File: src/rtl/safety_island_pkg.sv
// Shared safety-island constants and register-bus types.
// Used by safety_cl_periph_bridge (optional timeout via SAFETY_CL_BRIDGE_TIMEOUT_EN).
package safety_island_pkg;

  localparam logic [31:0] SafetyIslandPeriphBase = 32'h0020_0000;
  localparam logic [31:0] ClPeriphOffset         = 32'h0000_0000;
  localparam logic [31:0] ClPeriphSize           = 32'h0001_0000;

  localparam logic [31:0] ClPeriphBridgeBase   = SafetyIslandPeriphBase + ClPeriphOffset;
  localparam logic [31:0] ClPeriphBridgeRange  = ClPeriphSize;
  localparam logic [31:0] ClPeriphBridgeErrVal = 32'hBADCAB1E;

  typedef struct packed {
    logic [31:0] addr;
    logic        write;
    logic [31:0] wdata;
    logic [3:0]  wstrb;
    logic        valid;
  } safety_reg_req_t;

  typedef struct packed {
    logic [31:0] rdata;
    logic        error;
    logic        ready;
  } safety_reg_rsp_t;

  // Unsigned window test; the subtraction wraps for addresses below base.
  function automatic logic addr_in_window(input logic [31:0] addr,
                                          input logic [31:0] base,
                                          input logic [31:0] range);
    return (addr >= base) && ((addr - base) < range);
  endfunction

endpackage

File: src/rtl/safety_cl_periph_bridge.sv
// Core data-port responder bridging one access at a time onto the core-local register bus.
// Define SAFETY_CL_BRIDGE_TIMEOUT_EN to bound the register-bus wait to TimeoutCycles.
module safety_cl_periph_bridge
  import safety_island_pkg::*;
#(
  parameter logic [31:0] PeriphBaseAddr  = ClPeriphBridgeBase,
  parameter logic [31:0] PeriphAddrRange = ClPeriphBridgeRange,
  parameter int unsigned TimeoutCycles   = 256,
  parameter type         reg_req_t       = safety_reg_req_t,
  parameter type         reg_rsp_t       = safety_reg_rsp_t
) (
  input  logic        clk_i,
  input  logic        rst_ni,
  input  logic        data_req_i,
  output logic        data_gnt_o,
  input  logic        data_we_i,
  input  logic [3:0]  data_be_i,
  input  logic [31:0] data_addr_i,
  input  logic [31:0] data_wdata_i,
  output logic        data_rvalid_o,
  output logic [31:0] data_rdata_o,
  output logic        data_err_o,
  output reg_req_t    cl_periph_req_o,
  input  reg_rsp_t    cl_periph_rsp_i,
  output logic        busy_o
);

  localparam logic [32:0] WindowEnd = {1'b0, PeriphBaseAddr} + {1'b0, PeriphAddrRange};

  if (WindowEnd > 33'h1_0000_0000) begin : g_window_wraps
    $error("peripheral window wraps past 2^32");
  end
  if (TimeoutCycles < 2) begin : g_timeout_too_small
    $error("TimeoutCycles must be at least 2");
  end

  typedef enum logic [1:0] {IDLE, REG, RESP} state_e;

  state_e      r_state;
  state_e      w_state_next;
  logic [31:0] r_addr;
  logic        r_we;
  logic [3:0]  r_be;
  logic [31:0] r_wdata;
  logic [31:0] r_rdata;
  logic        r_err;
  logic        w_in_window;
  logic        w_timeout;

  assign w_in_window = addr_in_window(data_addr_i, PeriphBaseAddr, PeriphAddrRange);

`ifdef SAFETY_CL_BRIDGE_TIMEOUT_EN
  localparam int CntW = $clog2(TimeoutCycles + 1);
  logic [CntW-1:0] r_cnt;

  // Fires on the last allowed wait cycle; a coincident ready still takes priority.
  assign w_timeout = (r_cnt == CntW'(TimeoutCycles - 1));

  always_ff @(posedge clk_i or negedge rst_ni) begin
    if (!rst_ni) begin
      r_cnt <= '0;
    end else if (r_state != REG) begin
      r_cnt <= '0;
    end else if (!cl_periph_rsp_i.ready) begin
      r_cnt <= r_cnt + 1'b1;
    end
  end
`else
  assign w_timeout = 1'b0;
`endif

  always_comb begin
    w_state_next    = r_state;
    data_gnt_o      = 1'b0;
    data_rvalid_o   = 1'b0;
    data_rdata_o    = '0;
    data_err_o      = 1'b0;
    busy_o          = 1'b1;
    cl_periph_req_o = '0;
    case (r_state)
      IDLE: begin
        data_gnt_o = 1'b1;
        busy_o     = 1'b0;
        if (data_req_i) begin
          w_state_next = w_in_window ? REG : RESP;
        end
      end
      REG: begin
        cl_periph_req_o.valid = 1'b1;
        cl_periph_req_o.addr  = r_addr;
        cl_periph_req_o.write = r_we;
        cl_periph_req_o.wstrb = r_be;
        cl_periph_req_o.wdata = r_wdata;
        if (cl_periph_rsp_i.ready || w_timeout) begin
          w_state_next = RESP;
        end
      end
      RESP: begin
        data_rvalid_o = 1'b1;
        data_rdata_o  = r_rdata;
        data_err_o    = r_err;
        w_state_next  = IDLE;
      end
      default: w_state_next = IDLE;
    endcase
  end

  always_ff @(posedge clk_i or negedge rst_ni) begin
    if (!rst_ni) begin
      r_state <= IDLE;
      r_addr  <= '0;
      r_we    <= 1'b0;
      r_be    <= '0;
      r_wdata <= '0;
      r_rdata <= '0;
      r_err   <= 1'b0;
    end else begin
      r_state <= w_state_next;
      case (r_state)
        IDLE: begin
          if (data_req_i) begin
            r_addr  <= data_addr_i;
            r_we    <= data_we_i;
            r_be    <= data_be_i;
            r_wdata <= data_wdata_i;
            r_err   <= !w_in_window;
            r_rdata <= w_in_window ? 32'h0 : ClPeriphBridgeErrVal;
          end
        end
        REG: begin
          if (cl_periph_rsp_i.ready) begin
            r_rdata <= r_we ? 32'h0 : cl_periph_rsp_i.rdata;
            r_err   <= cl_periph_rsp_i.error;
          end else if (w_timeout) begin
            r_rdata <= ClPeriphBridgeErrVal;
            r_err   <= 1'b1;
          end
        end
        default: ;
      endcase
    end
  end

endmodule

File: config.mk
export PLATFORM = sky130hd
export DESIGN_NAME = safety_cl_periph_bridge
export DESIGN_NICKNAME = d
export VERILOG_FILES = /design/src/rtl/safety_island_pkg.sv /design/src/rtl/safety_cl_periph_bridge.sv
export SDC_FILE = /design/constraint.sdc
export NUM_CORES = 1
export LEC_CHECK = 0
export BUFFER_PORTS_ARGS = -buffer_cell sky130_fd_sc_hd__buf_4
export CORE_ASPECT_RATIO = 0.7
export CORE_MARGIN = 3
export CORE_UTILIZATION = 52
export CTS_CLUSTER_DIAMETER = 40
export DETAILED_ROUTE_END_ITERATION = 6
export GPL_ROUTABILITY_DRIVEN = 0
export PLACE_DENSITY = 0.86
export SYNTH_ARGS = -nofsm -noshare
export SYNTH_HDL_FRONTEND = slang
export SYNTH_SLANG_ARGS = --single-unit
File: constraint.sdc
create_clock -name clk_i -period 4.1 [get_ports clk_i]
set_input_delay 0.615 -clock clk_i [delete_from_list [all_inputs] [get_ports clk_i]]
set_output_delay 0.615 -clock clk_i [all_outputs]
set_load 0.005 [all_outputs]
==> results.md <==
- Post-Syn Instances: 585
- Postcts setup bufs: 0
- Reg power frac: 0.472
- Reg-to-reg endpoint: r_rdata[20]
- Endpoints failing setup: 0
- Synth Area per Inst: 8.773 µm²
- Reg2reg path depth: 5
- ANT cells: 0
- Setup tns final: 0 ps
- Post-synth top area cell: dfrtp_1
- Final Hold Vio Count: 0
- Mapped Area: 5132 µm²
- CTS root buf: clkbuf_16
- Power density cells: 356.3 nW/µm²
- Outcome: completed
- Area grow syn2layout: 38.37%
- Crit share post-route: 0.6953
- Final net count: 881
- Core outline area: 9325 µm²
- CP endpoint kind: primary output
- Crit path required time: 3480 ps
- Post-DP Area: 6755 µm²
- Pins Over Slew Limit: 0
- FMAX: 350.8 MHz
- Biggest cell delay along the critical path: 680 ps
- Switch Pwr: 0.6118 mW
- Via density: 5.140
- TritonCTS Sinks: 104
- Initial antenna violation count: 0
- Ratio of cells with drive above 1 in the final layout: 0.3196
- Die width: 124.7 µm
- Worst path depth: 4
- Least-Margin Pin Slew: 1140 ps
- Power Internal: 1.919 mW
- Top cells by area, synth: dfrtp_1 51%, nand2_1 17%, and2_1 15%, mux2i_1 3.7%, o211ai_1 1.8%
- Die Y-Extent: 89.12 µm
- Critical Path AT: 2240 ps
- Sequential fraction of the synthesis area: 0.5071
- Net count after synthesis: 692
- Flop-to-flop setup slack: 1790 ps
- Buffers & Inverters on Critical Path: 2
- Yosys warning count: 0
- Peak supply drop: 310.3 µV
- Max cap viols: 0
- Total Die Area: 11120 µm²
- Vias in the first global route: 4699
- Hold buffers post-CTS: 0
- Post-synth EDFFs: 0
- Fin area: 7102 µm²
- Crit-path max FO: 22
- Drt pass-1 iters: 5
- HP Class: input port to asynchronous set/reset pin
- PostCTS Resize Cnt: 0
- Reg2reg start: r_state[1]
- Clk buf depth: 2
- Worst setup path category: flop to primary output
- Via count: 4641
- Largest net degree at the start of global routing: 91
- Net Sw Frac: 0.2418
- Ports: 212
- Layout Skew: 3.176 ps
- Top cell type's share of synthesized area: 0.5071
- First-iteration detailed-routing DRC count: 308
- Total track usage: 0.2570
- Worst skew pair latency: 340 ps
- Final min period: 2851 ps
- GRT overflow: 0
- HPWL Detailed: 10200 µm
- Clock-pin slew on the worst setup and hold paths: 70 ps
- Clock power frac: 0.388
- Starting density of the core: 0.5504
- CTS tree: built
- TritonCTS buffer count: 9
- DR WL/cell: 16.07 µm
- First-pass GRT wire length: 22960 µm
- Crit path cell chain: nor2b_1 > buf_4 > and2_1 > buf_4
- ANT nets after route: 0
- Slew margin rel.: 0.2401
- Crit-path leading delay family: simple AND/OR/NAND/NOR gates
- H-tree depth: 3
- Gate power share: 0.141
- Worst Setup SP: r_state[1]
- Slowest cell on crit path: nor2b_1
- Drc violations: 0
- CP dominant cell by count: buf_4
- Drt total wl: 14510 µm
- Synth Register Bits: 104
- Pleak: 3.810 nW
- FFs w/ async S/R, synth: 1.000
- Synth cell types: 38
- Crit path launch type: flop
- Port Buffer Count: 211
- Top_reg_cell synth: dfrtp_1
- Row count: 29
- CP Capture Point: data_rdata_o[25]
- Unrepaired setup endpoints after global routing: false
[cell families (layout without fill, tap and decap cells)]
kind of cell | Yosys count | count (layout) | share of synthesized area
simple gates | 384 | 384 | 0.3559
flops | 104 | 104 | 0.5071
buf+inv | 44 | 238 | 0.03998
compound gates | 31 | 31 | 0.05315
mux | 20 | 20 | 0.03974
fa+ha+maj | 1 | 1 | 0.002437
xor+xnor | 1 | 1 | 0.001707
[per-stage QoR]
step	instances	hold slack [ps]	utilization	setup slack (ps)	power [mW]
3_3_place_gp	887	441.2	0.7244	1419	1.547
5_1_grt	903	439.4	0.7616	1083	2.644
4_1_cts	903	404.9	0.7616	1240	2.552
3_5_place_dp	887	449.8	0.7244	1314	1.569
6_report	903	381.9	0.7616	1249	2.531
2_1_floorplan	585	319.4	-	2052	1.382
[flip-flops by register name, indices dropped and copies added (netlist names)]
register,flops
r_addr,32
r_rdata,32
r_state,2
r_we,1
r_wdata,32
r_be,4
r_err,1
[metal layers]
layer  GRT usage  part of all wire
met1      0.3170              0.41
met2      0.4270              0.47
met3     0.09910             0.089
met4     0.08159             0.022
met5           0                 0
[synth_stat cells (2+ instances only)]
cell type	n
a21oi_1	2
a31oi_1	2
and2_1	121
buf_2	14
buf_4	4
clkbuf_1	20
dfrtp_1	104
inv_1	5
mux2i_1	19
nand2_1	230
nand3_1	13
nor2_1	3
nor2b_1	2
nor3_1	2
nor3b_1	2
o211ai_1	12
o211ai_2	7
o21ai_0	2
or2_0	2
[power groups by stage]
stage          Combinational, mW  Clock [mW]  Sequential [mW]
6_report                   0.356       0.981             1.19
4_1_cts                    0.360       0.999             1.19
5_1_grt                    0.400        1.04             1.21
2_1_floorplan              0.193           0             1.19
3_5_place_dp               0.357           0             1.21
3_3_place_gp               0.341           0             1.21
[worst min path at each step]
stage | cells past startpoint | to | startpoint
after floorplan | 0 | r_addr[0] | rst_ni
after global placement | 2 | r_rdata[5] | r_rdata[5]
after detailed placement | 2 | r_rdata[21] | r_rdata[21]
after CTS | 1 | r_addr[30] | rst_ni
after global routing | 3 | r_addr[1] | data_addr_i[1]
final | 1 | r_addr[27] | rst_ni
[cells in the final DEF (no fill, tap or decap), types with 2 or more instances in the layout]
master     instances
a21oi_1            2
bufinv_16          3
inv_1              5
mux2i_1           19
nor3_1             2
o21ai_0            2
dfrtp_1          104
and2_1           121
clkbuf_16          9
o211ai_2           7
nor2_1             3
or2_0              2
buf_4            217
a31oi_1            2
nand3_1           13
o211ai_1          12
nand2_1          229
[area by class of cell]
cell class / count / area (µm²)
Sequential cell: 104 / 2603
Multi-Input combinational cell: 437 / 2350
Fill cell: 664 / 2223
Timing Repair Buffer: 217 / 1629
Clock buffer: 11 / 242.7
Tap cell: 124 / 155.1
Clock inverter: 5 / 103.9
Inverter: 5 / 18.77
No activity file was read; power rests on OpenSTA's default activity.
